### src/rtl/fc_pkg.sv
// Shared types and helpers for the fully-connected layer sequencer:
// FSM states, width defaults, saturation and memory-layout offsets.
package fc_pkg;

   localparam int unsigned DATA_W_DEF = 16;
   localparam int unsigned ACC_W_DEF  = 40;
   localparam int unsigned SAT_W      = 128;

   typedef enum logic [2:0] {
      IDLE,
      LD_IN,
      LD_W,
      LD_B,
      WR,
      DONE
   } fc_state_e;

   // Clamp a wide signed value to the signed range of a dw-bit word.
   function automatic logic signed [SAT_W-1:0] sat_to_data(input logic signed [SAT_W-1:0] s,
                                                           input int unsigned dw);
      logic signed [SAT_W-1:0] hi;
      logic signed [SAT_W-1:0] lo;
      hi = (SAT_W'(1) <<< (dw - 32'd1)) - SAT_W'(1);
      lo = -hi - SAT_W'(1);
      if (s > hi) return hi;
      else if (s < lo) return lo;
      else return s;
   endfunction

   // Word offsets from the layer base: inputs, weights, biases, outputs.
   function automatic int unsigned w_off(input int unsigned n_in, input int unsigned j,
                                         input int unsigned i);
      return n_in + j * n_in + i;
   endfunction

   function automatic int unsigned b_off(input int unsigned n_in, input int unsigned n_out,
                                         input int unsigned j);
      return n_in + n_in * n_out + j;
   endfunction

   function automatic int unsigned o_off(input int unsigned n_in, input int unsigned n_out,
                                         input int unsigned j);
      return n_in + n_in * n_out + n_out + j;
   endfunction

endpackage

### src/rtl/fc_layer_ctrl_mac.sv
// Signed multiply-accumulate plus combinational shift/bias/saturate for one output node.
// Build option FC_RELU_EN clamps negative results to zero after saturation.
module fc_mac
   import fc_pkg::*;
#(
   parameter int unsigned DATA_W    = DATA_W_DEF,
   parameter int unsigned ACC_W     = ACC_W_DEF,
   parameter int unsigned FRAC_BITS = 8
) (
   input  logic              clk,
   input  logic              rst,
   input  logic              clr_i,
   input  logic              en_i,
   input  logic [DATA_W-1:0] a_i,
   input  logic [DATA_W-1:0] b_i,
   input  logic [DATA_W-1:0] bias_i,
   output logic [DATA_W-1:0] result_c_o
);

   localparam int unsigned PROD_W = 2 * DATA_W;

   logic signed [ACC_W-1:0]  acc_q;
   logic signed [ACC_W-1:0]  acc_d;
   logic signed [PROD_W-1:0] prod;
   logic signed [ACC_W-1:0]  sum;
   logic signed [SAT_W-1:0]  sat;
   logic [DATA_W-1:0]        res;

   always_comb begin
      prod  = PROD_W'($signed(a_i)) * PROD_W'($signed(b_i));
      acc_d = acc_q;
      if (clr_i)     acc_d = '0;
      else if (en_i) acc_d = acc_q + ACC_W'(prod);
   end

   always_ff @(posedge clk) begin
      if (rst) acc_q <= '0;
      else     acc_q <= acc_d;
   end

   // Result uses the finished accumulator and the bias word currently on the bus.
   always_comb begin
      sum = (acc_q >>> FRAC_BITS) + ACC_W'($signed(bias_i));
      sat = sat_to_data(SAT_W'(sum), DATA_W);
      res = DATA_W'(sat);
`ifdef FC_RELU_EN
      if (res[DATA_W-1]) res = '0;
`endif
      result_c_o = res;
   end

endmodule

### src/rtl/fc_layer_ctrl.sv
// Fully-connected layer sequencer over a shared req/gnt/rvalid memory.
// Output ReLU selectable with FC_RELU_EN (see fc_mac); FSM and timing are unaffected.
module fc_layer_ctrl
   import fc_pkg::*;
#(
   parameter int unsigned N_IN      = 5,
   parameter int unsigned N_OUT     = 3,
   parameter int unsigned DATA_W    = DATA_W_DEF,
   parameter int unsigned ACC_W     = ACC_W_DEF,
   parameter int unsigned FRAC_BITS = 8,
   parameter int unsigned ADDR_W    = 16
) (
   input  logic              clk,
   input  logic              rst,
   input  logic              start,
   input  logic [ADDR_W-1:0] base_addr,
   output logic              busy,
   output logic              done,
   output logic              mem_req,
   output logic              mem_we,
   output logic [ADDR_W-1:0] mem_addr,
   output logic [DATA_W-1:0] mem_wdata,
   input  logic              mem_gnt,
   input  logic              mem_rvalid,
   input  logic [DATA_W-1:0] mem_rdata
);

   localparam int unsigned IW = (N_IN > 1) ? $clog2(N_IN) : 1;
   localparam int unsigned JW = (N_OUT > 1) ? $clog2(N_OUT) : 1;
   localparam logic [IW-1:0] I_LAST = IW'(N_IN - 1);
   localparam logic [JW-1:0] J_LAST = JW'(N_OUT - 1);

   fc_state_e         state_q;
   logic [ADDR_W-1:0] base_q;
   logic [IW-1:0]     i_q;
   logic [JW-1:0]     j_q;
   logic              wait_q;
   logic              busy_q;
   logic              done_q;
   logic              req_q;
   logic              we_q;
   logic [ADDR_W-1:0] addr_q;
   logic [DATA_W-1:0] wdata_q;
   logic [DATA_W-1:0] in_buf_q [N_IN];

   logic              rd_ok;
   logic              wr_ok;
   logic              mac_en;
   logic              mac_clr;
   logic [DATA_W-1:0] mac_res_c;

   assign rd_ok   = wait_q & mem_rvalid;
   assign wr_ok   = req_q & mem_gnt & we_q;
   assign mac_en  = (state_q == LD_W) & rd_ok;
   assign mac_clr = ((state_q == LD_IN) & rd_ok & (i_q == I_LAST)) | ((state_q == WR) & wr_ok);

   fc_mac #(
      .DATA_W    (DATA_W),
      .ACC_W     (ACC_W),
      .FRAC_BITS (FRAC_BITS)
   ) u_mac (
      .clk        (clk),
      .rst        (rst),
      .clr_i      (mac_clr),
      .en_i       (mac_en),
      .a_i        (mem_rdata),
      .b_i        (in_buf_q[i_q]),
      .bias_i     (mem_rdata),
      .result_c_o (mac_res_c)
   );

   // Layout offsets wrap modulo 2^ADDR_W.
   function automatic logic [ADDR_W-1:0] lay_addr(input int unsigned off);
      return base_q + ADDR_W'(off);
   endfunction

   always_ff @(posedge clk) begin
      if (rst) begin
         state_q <= IDLE;
         base_q  <= '0;
         i_q     <= '0;
         j_q     <= '0;
         wait_q  <= 1'b0;
         busy_q  <= 1'b0;
         done_q  <= 1'b0;
         req_q   <= 1'b0;
         we_q    <= 1'b0;
         addr_q  <= '0;
         wdata_q <= '0;
         for (int k = 0; k < int'(N_IN); k++) in_buf_q[k] <= '0;
      end else begin
         done_q <= 1'b0;
         // Accepted transfer: drop the request; reads then wait for rvalid.
         if (req_q && mem_gnt) begin
            req_q  <= 1'b0;
            wait_q <= !we_q;
         end
         unique case (state_q)
            IDLE: begin
               if (start) begin
                  state_q <= LD_IN;
                  base_q  <= base_addr;
                  busy_q  <= 1'b1;
                  i_q     <= '0;
                  j_q     <= '0;
                  req_q   <= 1'b1;
                  we_q    <= 1'b0;
                  addr_q  <= base_addr;
               end
            end
            LD_IN: begin
               if (rd_ok) begin
                  in_buf_q[i_q] <= mem_rdata;
                  wait_q        <= 1'b0;
                  req_q         <= 1'b1;
                  if (i_q == I_LAST) begin
                     i_q     <= '0;
                     state_q <= LD_W;
                     addr_q  <= lay_addr(w_off(N_IN, 32'd0, 32'd0));
                  end else begin
                     i_q    <= i_q + IW'(1);
                     addr_q <= lay_addr(32'(i_q) + 32'd1);
                  end
               end
            end
            LD_W: begin
               if (rd_ok) begin
                  wait_q <= 1'b0;
                  req_q  <= 1'b1;
                  if (i_q == I_LAST) begin
                     i_q     <= '0;
                     state_q <= LD_B;
                     addr_q  <= lay_addr(b_off(N_IN, N_OUT, 32'(j_q)));
                  end else begin
                     i_q    <= i_q + IW'(1);
                     addr_q <= lay_addr(w_off(N_IN, 32'(j_q), 32'(i_q) + 32'd1));
                  end
               end
            end
            LD_B: begin
               if (rd_ok) begin
                  wait_q  <= 1'b0;
                  req_q   <= 1'b1;
                  we_q    <= 1'b1;
                  wdata_q <= mac_res_c;
                  state_q <= WR;
                  addr_q  <= lay_addr(o_off(N_IN, N_OUT, 32'(j_q)));
               end
            end
            WR: begin
               if (wr_ok) begin
                  we_q <= 1'b0;
                  if (j_q == J_LAST) begin
                     state_q <= DONE;
                  end else begin
                     j_q     <= j_q + JW'(1);
                     state_q <= LD_W;
                     req_q   <= 1'b1;
                     addr_q  <= lay_addr(w_off(N_IN, 32'(j_q) + 32'd1, 32'd0));
                  end
               end
            end
            DONE: begin
               done_q  <= 1'b1;
               busy_q  <= 1'b0;
               state_q <= IDLE;
            end
            default: state_q <= IDLE;
         endcase
      end
   end

   assign busy      = busy_q;
   assign done      = done_q;
   assign mem_req   = req_q;
   assign mem_we    = we_q;
   assign mem_addr  = addr_q;
   assign mem_wdata = wdata_q;

endmodule

### config.mk
export PLATFORM = sky130hd
export DESIGN_NAME = fc_layer_ctrl
export DESIGN_NICKNAME = d
export VERILOG_FILES = /design/src/rtl/fc_pkg.sv /design/src/rtl/fc_layer_ctrl_mac.sv /design/src/rtl/fc_layer_ctrl.sv
export SDC_FILE = /design/constraint.sdc
export NUM_CORES = 1
export LEC_CHECK = 0
export CAP_MARGIN = 10
export CORE_MARGIN = 2
export CORE_UTILIZATION = 66
export DETAILED_ROUTE_END_ITERATION = 8
export PLACE_DENSITY = 0.95
export SLEW_MARGIN = 20
export SYNTH_ARGS = -nofsm -noshare
export SYNTH_HDL_FRONTEND = slang
export SYNTH_SLANG_ARGS = --single-unit
### constraint.sdc
create_clock -name clk -period 20.6 [get_ports clk]
set_input_delay 4.12 -clock clk [delete_from_list [all_inputs] [get_ports clk]]
set_output_delay 4.12 -clock clk [all_outputs]
set_load 0.05 [all_outputs]
Yosys cells after proc, flatten, opt, wreduce, memory -nomap -nowiden
Memories as Yosys holds them, arrays and structs flattened. A register that Yosys moved wholly into a read port is not among the register bits.
Cells that the tools add are included.
W data, S select, Z words.
- $add $sub $neg: 17
- multiply operators: 3
- $lt $le $gt $ge: 2
- equal/unequal tests: 16
- multiplexer cells: 55
- bitwise logic cells: 8
- reductions and logical operators: 20
- operators with widths (operator ; count):
    $mux W16 ; 11
    $pmux W16 S5 ; 1
    $mux W3 ; 14
    $add A40 B32 Y40 ; 1
    $add A32 B16 Y33 ; 1
    $gt A33 B16 Y1 const B ; 1
    $lt A33 B16 Y1 const B ; 1
    $add A16 B6 Y16 ; 2
    $add A16 B7 Y16 ; 2
    $mul A16 B16 Y32 ; 1
    $mux W1 ; 20
    $add A16 B16 Y16 ; 1
    $add A16 B3 Y16 const B ; 1
    $reduce_or A16 Y1 ; 1
    $pmux W3 S5 ; 1
    $reduce_and A7 Y1 ; 2
    $add A5 B2 Y6 const A ; 2
    $ne A2 B2 Y1 const B ; 6
    $eq A3 B3 Y1 const B ; 3
    $reduce_and A4 Y1 ; 2
    $add A3 B6 Y7 const A ; 1
    $add A6 B4 Y7 ; 1
    $and A1 B1 Y1 ; 7
    $add A3 B5 Y6 const A ; 1
    other kinds (26) ; 37
- register bits: 101
- bits in writable memories: 80
- input port bits: 37
- output and inout port bits: 36
- logic and storage cells: 134
- memories: 1
- memories (memory ; depth ; width ; read ports ; clocked after memory_dff ; write ports ; line ; source):
    in_buf_q ; 5 ; 16 ; 1 ; 1 ; 5 ; fc_layer_ctrl.sv:44 ; logic [DATA_W-1:0] in_buf_q [N_IN];

Logic depth before layout (Yosys ltp)
Gate-level depths: netlist (run 1).
- depth after elaboration: 7
- mapped depth: 29
- gate-level depth less buffers: 27

Modules after synthesis
From an unflattened synthesis (run 1), not the netlist that was laid out.
- cells, all modules: 2710
- area, all modules: 26075.0 µm²
- by module, submodules not included (module ; times used ; cells each ; area an instance (µm²) ; seq. area each (µm²)):
    fc_mac ; 1 ; 1749 ; 15559.9 ; 800.8
    fc_layer_ctrl ; 1 ; 961 ; 10515.1 ; 5124.9

Least setup slack after synthesis (run 1)
No wires, ideal clock.
- path type: in2reg
- from: input port mem_rdata[15]
- to: register u_mac.acc_q[36]
- setup time: 117 ps
- data arrival time: 10201 ps
- required time: 20483 ps
- slack: 10282 ps
- stages: 25
- buffers on the path: 1
- cell sequence: clkbuf_1 > nand2_1 > inv_1 > fa_1 > fa_1 > inv_1 > fa_1 > inv_1 > fa_1 > fa_1 > inv_1 > fa_1 > inv_1 > ha_1 > a21o_1 > a21o_1 > a21o_1 > a21oi_1 > o21bai_1 > a31oi_1 > o41a_1 > o21ai_0 > a41oi_1 > mux2i_1 > nand2_1
- longest elaborated chain between the ends: 2
- ends and longest elaborated chain (what ; line ; source):
    start: declaration ; fc_layer_ctrl.sv:25 ; input logic [DATA_W-1:0] mem_rdata
    $mul A16 B16 Y32 ; fc_layer_ctrl_mac.sv:30 ; prod = PROD_W'($signed(a_i)) * PROD_W'($signed(b_i));
    $add A40 B32 Y40 ; fc_layer_ctrl_mac.sv:33 ; else if (en_i) acc_d = acc_q + ACC_W'(prod);
    end signal: assignment ; fc_layer_ctrl_mac.sv:37 ; if (rst) acc_q <= '0;
    end signal: assignment ; fc_layer_ctrl_mac.sv:38 ; else acc_q <= acc_d;
    end: declaration ; fc_layer_ctrl_mac.sv:22 ; logic signed [ACC_W-1:0] acc_q;
Every way passes these cells.
A chain may end at the register's enable or synchronous reset.

Final worst setup path (run 1)
- from: input port mem_rdata[5]
- to: register u_mac.acc_q[38]
The elaborated chain is that of the path after synthesis.

==> results.json, run 1 <==
{
  "vias": 20400,
  "antenna_found_initial": 0,
  "drt-pass1-iter-count": 6,
  "cts_tree": "built",
  "async_flop_share_pct": 0,
  "initial_core_util_pct": 66.8,
  "chipWidth_microns": 202,
  "cts_max_path_buffers": 3,
  "place_hpwl_mm": 51.7,
  "drive_gt1_share_pct": 5.99,
  "syn_inst": 2708,
  "ys_seq_area_share_pct": 22.9,
  "fillers": 2540,
  "fmax_mhz": 86.1,
  "via_per_inst": 6.28,
  "run_status": "finished clean",
  "path_class": "input port to flop",
  "ys_types": 84,
  "grt_pass1_wl_mm": 114,
  "clock_sinks": 232,
  "ff_latch_area_sq_um": 5930,
  "ys_ff_latch": 232,
  "worst_ep_arrival_time_ns": 12.04,
  "grt_pass1_vias": 22100,
  "slowest_delay_ns": 0.93,
  "gp_congestion": 0.937,
  "worstMarginPinSlew_ns": 1.15,
  "nets": 3289,
  "drt_wl_total_mm": 70.3,
  "die_h_microns": 202,
  "grt-ovfl-total": 0,
  "synthToLayoutAreaGrowth_pct": 7.87,
  "ctsResizeCount": 0,
  "drtIter0Drc": 2353,
  "avgSynthCellArea_sq_um": 9.54,
  "grt_max_degree": 62,
  "crit_path_frequent_cell": "fa_1",
  "grt_use_total_pct": 35.6,
  "setup_slack_ns": 8.99,
  "drv_slew": 0,
  "cts_hold_buf": 0,
  "port_buffers": 72,
  "hold_path.class": "flop to flop",
  "htreeDepth": 1,
  "syn_area_sq_um": 25800,
  "synth_flop_cell": "edfxtp_1",
  "finClkSkew_ns": 0.0205,
  "min_period_ns": 11.61,
  "ios": 73,
  "clock_latency_ns": 0.57,
  "synth-edff-count": 128,
  "coreArea_sq_um": 38600,
  "cts_setup_buffers": 0,
  "max_slew_margin_pct": 23.2,
  "cap_violations": 0,
  "hold-worst-slack_ns": 0.461,
  "hold_viol_final": 0,
  "critical_path_required_ns": 21.03,
  "route.detailed.drc": 0,
  "path_cells": "clkdlybuf4s50_1, and2_1, fa_1, inv_1, fa_1, fa_1, fa_1, inv_1, fa_1, inv_1, fa_1, inv_1, ha_1, nand2_1, nor2_1, nand2_1, or3_1, a211oi_1, o41ai_1, o41a_1, o31a_1, a21oi_1, mux2i_1, nor2_1",
  "place_ws_ns": 8.64,
  "critPathMaxFanout": 25,
  "cts_root_buf": "clkbuf_16",
  "yosysWarnings": 0,
  "worstSetupStartpointType": "input port",
  "multi_input_area_sq_um": 17800,
  "synth_nets": 3278,
  "die-area_sq_um": 40700,
  "ant_nets": 0,
  "cp-end-kind": "flop",
  "setup_tns_ns": 0,
  "path_clk_slew_ns": 0.06,
  "rsz0062_at_grt": "no",
  "avgRoutedWirePerCell_microns": 21.6,
  "cts_made_buffers": 26,
  "setup_viol_count_final": 0,
  "rows": 72,
  "crit_slowest_cell": "clkdlybuf4s50_1",
  "min_period_over_period_pct": 56.4
}
path summary, 6_finish.rpt:
path                                                start                      endpoint  slack, ns  cells past startpoint
worst min register to register  mem_addr[12]$_SDFFE_PP0P_     mem_addr[12]$_SDFFE_PP0P_       0.46                      2
worst min-delay path            mem_addr[12]$_SDFFE_PP0P_     mem_addr[12]$_SDFFE_PP0P_       0.46                      2
worst max register to register                       flop  u_mac.acc_q[38]$_SDFFE_PP0P_      11.72                     26
worst max-delay path                         mem_rdata[5]  u_mac.acc_q[38]$_SDFFE_PP0P_       8.99                     24
kinds of logic (layout without fill, tap and decap cells):
kind of cell	Yosys count	after routing	share of synthesized area (%)
buffers and inverters	556	584	8.13
multiplexers	57	57	3.82
XOR/XNOR	89	89	3.02
other	0	1	0
AND/OR/NAND/NOR	826	826	15.5
AO/OA/AOI/OAI	415	415	10.8
adder cells (fa/ha/maj)	533	533	35.7
flip-flops	232	232	22.9
routing by layer:
metal  track usage, %  wire length [microns]  vias up
li1                 -                      -     8852
met1             43.7                  24700    10000
met2             61.3                  35300     1255
met3             5.08                   6510      318
met4             19.2                   3810        0
met5                0                      0        -
registers in the layout, indices dropped and copies added, names as in the netlist, 2 cells and up, named ones only:
signal       cells
in_buf_q       128
u_mac.acc_q     40
base_q          16
mem_addr        16
mem_wdata       16
i_q              3
state_q          3
j_q              2
metrics by stage:
step | instance area, sq um | std cells | utilization (%)
6_report | 27900 | 3255 | 72.1
5_1_grt | 27900 | 3254 | 72.1
4_1_cts | 27900 | 3254 | 72.1
3_5_place_dp | 27000 | 3209 | 69.9
3_3_place_gp | 27000 | 3209 | 69.9
2_1_floorplan | 25800 | 2708 | -
critical path: cells and delay by family:
family / cells / cell delay, ns
mux: 1 / 0.25
compound gates: 5 / 1.80
buf+inv: 5 / 1.17
fa+ha+maj: 7 / 3.48
simple gates: 6 / 1.22
final cells by class:
cell class / instances / area share [%]
clock inverters: 13 / 0.530
inverters: 432 / 5.82
well taps: 518 / 2.33
clock buffers: 32 / 2.53
flip-flops and latches: 232 / 21.3
repair buffers: 107 / 3.51
multi-input cells: 1920 / 64.0
diodes: 1 / 0.00898
cells in the mapped netlist (6+ instances only):
master	count	share of area, %
inv_1	432	6.3
fa_1	341	26
nand2_1	308	4.5
ha_1	192	9.3
a21oi_1	156	3.0
and2_1	147	3.6
nor2_1	141	2.0
edfxtp_1	128	15
clkbuf_1	111	1.6
dfxtp_1	104	8.1
xnor2_1	67	2.3
nor2b_1	64	1.6
o21ai_0	64	1.2
a21o_1	40	1.2
nand3_1	34	0.66
mux4_2	32	2.8
nor3_1	29	0.56
nand2b_1	25	0.61
xor2_1	22	0.75
or3_1	18	0.44
a211oi_1	16	0.47
and3_1	13	0.31
mux2i_1	13	0.50
o211ai_1	13	0.38
mux2_2	12	0.52
o21bai_1	12	0.35
or2_2	12	0.29
buf_1	10	0.15
o21a_1	10	0.29
o32ai_2	10	0.63
nand4_1	9	0.22
a31oi_1	8	0.19
a22oi_1	6	0.17
nor3b_1	6	0.17
o221ai_1	6	0.20
placed cells by master (no fill, tap or decap), types with 6 or more instances in the layout:
cell	instances
o21a_1	10
o32ai_2	10
a31oi_1	8
nand4_1	9
o21bai_1	12
clkbuf_16	27
xnor2_1	67
a21oi_1	156
dfxtp_1	103
nand2b_1	25
edfxtp_1	128
fa_1	341
ha_1	192
nor2_1	140
xor2_1	22
inv_1	432
or2_2	12
mux4_2	32
buf_4	35
a211oi_1	16
o21ai_0	64
and2_1	147
o211ai_1	13
a21o_1	40
clkdlybuf4s50_1	71
a22oi_1	6
mux2i_1	13
o221ai_1	6
nand3_1	34
or3_1	18
clkinv_2	6
nor2b_1	64
nor3_1	28
and3_1	13
nand2_1	308
mux2_2	12
Power of run 1 is not shown: default switching activity piles up to over one toggle a cycle in this logic, so the estimate is an artifact.
==> run 2, diff against run 1 <==
Settings changed: CORE_UTILIZATION 66 to 58, PLACE_DENSITY 0.95 to 0.89.
Clock period 20.6 ns to 9.5 ns, I/O delays scaled along.
==> results.json, run 2 (synthesis gave the netlist of run 1 again) <==
{
  "critPathLaunch": "mem_rdata[9]",
  "critPathMaxFanout": 15,
  "coreArea_sq_um": 44100,
  "setup_slack_ns": 0.505,
  "worstSetupStartpointType": "input port",
  "crit_slowest_cell": "clkdlybuf4s50_1",
  "clock_sinks": 232,
  "place_hpwl_mm": 51.3,
  "worst_r2r_path_depth": 26,
  "ctsResizeCount": 0,
  "fmax_mhz": 111,
  "busiest_layer": "met2",
  "min_period_ns": 8.99,
  "drt_wl_total_mm": 67.0,
  "path_clk_slew_ns": 0.06,
  "drive_gt1_share_pct": 6.53,
  "setup_viol_count_final": 0,
  "ios": 73,
  "path_class": "input port to flop",
  "cap_violations": 0,
  "place_ws_ns": 0.222,
  "dp.cells": 3301,
  "reg.largest.list": "in_buf_q (128), u_mac.acc_q (40)",
  "ant_nets": 0,
  "layout_common_cells": "inv_1 (432), fa_1 (341), nand2_1 (308), ha_1 (192), a21oi_1 (156)",
  "grt_pass1_vias": 21200,
  "finClkSkew_ns": 0.0132,
  "crit_path_frequent_cell": "fa_1",
  "drv_slew": 0,
  "cts_tree": "built",
  "nets": 3307,
  "grt_pass1_wl_mm": 110,
  "port_buffers": 72,
  "top_register": "in_buf_q",
  "use_met3_pct": 4.61,
  "cts_made_buffers": 26,
  "path_cells": "clkdlybuf4s50_1, nand2_1, fa_1, fa_1, fa_1, fa_1, inv_1, fa_1, inv_1, fa_1, inv_1, ha_1, nand2_1, nor2_1, nand2_1, or3_1, a211oi_1, o41ai_1, buf_4, o41a_1, o31a_1, a21oi_1, mux2i_1, nor2_1",
  "antennaDiodeCount": 0,
  "fin_cells": 3349,
  "largest_reg_flops": 128,
  "chipWidth_microns": 215,
  "clock_latency_ns": 0.56,
  "setup_tns_ns": 0,
  "die-area_sq_um": 46200,
  "hold_viol_final": 0,
  "via_per_inst": 5.95,
  "worstMarginPinSlew_ns": 1.15,
  "vias": 19900,
  "initial_core_util_pct": 58.5,
  "hold-worst-slack_ns": 0.462,
  "antenna_found_initial": 2,
  "htreeDepth": 1,
  "critical_path_required_ns": 9.92,
  "r2r-end": "u_mac.acc_q[38]$_SDFFE_PP0P_",
  "cts_hold_buf": 0,
  "avgRoutedWirePerCell_microns": 20.0,
  "cp-end-kind": "flop",
  "rsz0062_at_grt": "no",
  "cts_max_path_buffers": 3,
  "max_slew_margin_pct": 22.8,
  "slowest_delay_ns": 0.89,
  "grt-ovfl-total": 0,
  "grt_util_met2_pct": 50.3,
  "route.detailed.drc": 0,
  "grt_use_total_pct": 29.7,
  "run_status": "finished clean",
  "r2r_slack_ns": 0.83,
  "rows": 77,
  "hp-start": "mem_addr[1]$_SDFFE_PP0P_",
  "endpoint": "u_mac.acc_q[38]$_SDFFE_PP0P_",
  "cts_setup_buffers": 0,
  "worst_ep_arrival_time_ns": 9.42,
  "drt-pass1-iter-count": 6,
  "cts_root_buf": "clkbuf_16",
  "min_period_over_period_pct": 94.7,
  "die_h_microns": 215,
  "use_met1_pct": 38.1,
  "synthToLayoutAreaGrowth_pct": 8.87,
  "grt_max_degree": 60,
  "hold_path.class": "flop to flop",
  "drtIter0Drc": 1919,
  "final_common_cell": "inv_1",
  "gp_congestion": 0.943
}
-- run 2: worst min path at each step --
| stage | end | slack [ns] | cells past startpoint |
|---|---|---|---|
| floorplan | u_mac.acc_q[7]$_SDFFE_PP0P_ | 0.44 | 2 |
| global placement | mem_addr[8]$_SDFFE_PP0P_ | 0.44 | 2 |
| detailed placement | mem_addr[3]$_SDFFE_PP0P_ | 0.45 | 2 |
| CTS | u_mac.acc_q[2]$_SDFFE_PP0P_ | 0.46 | 2 |
| global route | mem_wdata[15]$_SDFFE_PP0P_ | 0.48 | 2 |
| finish | mem_addr[1]$_SDFFE_PP0P_ | 0.46 | 2 |
-- run 2: final cells by class --
class	instances	area (sq um)
Tap cell	592	741
Clock buffer	30	687
Fill cell	3380	16000
Multi-Input combinational cell	1920	17800
Inverter	432	1620
Clock inverter	18	198
Timing Repair Buffer	125	1110
Sequential cell	232	5930
-- run 2: critical path, delay by kind of cell --
| family | cells | cell delay, ns |
|---|---|---|
| compound gates | 5 | 1.64 |
| fa+ha+maj | 7 | 3.46 |
| buf+inv | 5 | 1.25 |
| mux | 1 | 0.20 |
| simple gates | 6 | 0.95 |
-- run 2: metal layers --
layer,wire [microns],vias up,share of wire [%]
met2,32900,955,49
met3,5340,225,8.0
met1,26000,9856,39
met5,0,-,0
li1,-,8891,-
met4,2820,0,4.2
-- run 2: metrics by stage --
stage,instance area (sq um),utilization [%]
after floorplan,25800,-
after CTS,28100,63.7
final,28100,63.7
after global routing,28100,63.7
after global placement,27200,61.7
after detailed placement,27200,61.7
Power of run 2 is left out for the same reason.
==> RTL change: new RTL, flow settings as in run 2 <==
Add a define of `FC_RELU_EN`.
--- a/src/rtl/fc_layer_ctrl_mac.sv
+++ b/src/rtl/fc_layer_ctrl_mac.sv
@@ -2,2 +2,4 @@
 // Build option FC_RELU_EN clamps negative results to zero after saturation.
+`define FC_RELU_EN
+
 module fc_mac
Function: same outputs for any inputs over 4 cycles, from zero or initial values and one cycle with rst high; that may be too few to reach the edited logic, so the function may still have changed.
==> RTL change against run 2 <==
Wire length increased by 1.2%; die area down 0.59%; non-clock buffer count is 6 lower; count of clock-buffer cells in the layout increased by 3; critical path depth decreased by 1; final area decreased by 0.52%; global-route usage increased by 0.64 points; sequential cell count down 1; maximum frequency rose by 0.98%; setup slack better by 0.087 ns; area after synthesis is 0.60% lower.
Power is not shown: default switching activity piles up to over one toggle a cycle in this logic, so the estimate is an artifact.
==> RTL change: results (changes against run 2) <==
Timing
  – Relative slew slack: 0.2429 (+0.01500)
  – Clock Skew: 0.02367 ns (+0.01050 ns)
  – Hold Worst Slack: 0.4532 ns (-0.008875 ns)
  – Max frequency: 112.3 MHz (+0.98%)

Global route
  – Largest net degree at the start of global routing: 55 (-8.3%)
  – Initial antenna violation count: 0 (-2)
  – Total GRT Usage: 0.3032 (+0.006399)

Drt
  – Total number of vias: 19760 (-0.84%)
  – WL final: 67800 µm (+1.2%)
  – DRT iter0 DRCs: 1670 (-13%)

Status
  – Status: completed

Synthesis
  – Top post-synthesis cells by area: fa_1 (27%), edfxtp_1 (15%), ha_1 (9.4%), dfxtp_1 (8.0%), inv_1 (6.2%)
  – Syn Area/Cell: 9.533 µm² (about the same)
  – Synth Area in Adders: 0.3595 (+0.002160)
  – Top cells by count, synth: inv_1 (425), fa_1 (341), nand2_1 (291)
  – Seq/Total Area, Yosys: 0.2300 (+0.0006068)
  – Area fraction in compound gates after synthesis: 0.1133 (+0.004992)

Layout
  – Fillers: 3377 (-0.089%)
  – Proportion of layout cells with a drive suffix above 1: 0.06332 (-0.001965)

CTS
  – Worst-case clock buffer depth: 3 (unchanged)
  – Number of H-tree levels: 1 (unchanged)

Place
  – DP Area: 27050 µm² (-0.69%)
  – IO Port Bufs: 71 (-1.4%)
  – Place WS: 0.1636 ns (-0.05861 ns)
  – Cells after DPL: 3277 (-0.73%)
  – Final HPWL DP: 52110 µm (+1.5%)

Min path
  – Worst Hold Launch: mem_addr[6]$_SDFFE_PP0P_
  – Worst Hold Path EP: mem_addr[6]$_SDFFE_PP0P_

Setup path
  – R2R setup slack: 0.68 ns (-0.15 ns)
  – Worst setup path endpoint: u_mac.acc_q[37]$_SDFFE_PP0P_
  – Crit path largest cell delay: 0.73 ns (-0.16 ns)
  – Reg2reg path depth: 23 (-12%)
  – CP Launch Point: mem_rdata[3]
  – CP max FO: 11 (-4)
RTL change: cell types whose count changed in the layout (fill, tap and decap cells not counted), moves of 7 or more:
| cell | change |
|---|---|
| a221oi_1 | +7 |
| clkinv_1 | -7 |
| nand2_1 | -17 |
| o32ai_2 | -10 |
| nor3_1 | +11 |
| o21ai_0 | +21 |
| inv_1 | -7 |
| a221o_1 | +14 |
| a211oi_1 | +8 |
| xnor2_1 | -7 |
| nand3_1 | -12 |
| or3_1 | -8 |
| nor2_1 | -21 |
RTL change: routing by layer:
metal	routed length, µm	track usage	share of wire
met1	26940	0.4001	0.40
met5	0	0	0
met3	4936	0.04340	0.073
met2	33770	0.5183	0.50
met4	2156	0.09884	0.032
RTL change: area by class of cell:
type                            instances  area (µm²)  area share
Clock buffer                           33       726.9     0.02599
Inverter                              426        1599     0.05717
Multi-Input combinational cell       1909       17730      0.6340
Tap cell                              592       740.7     0.02648
Sequential cell                       231        5907      0.2112
Clock inverter                         14       198.9    0.007112
Timing Repair Buffer                  119        1066     0.03811
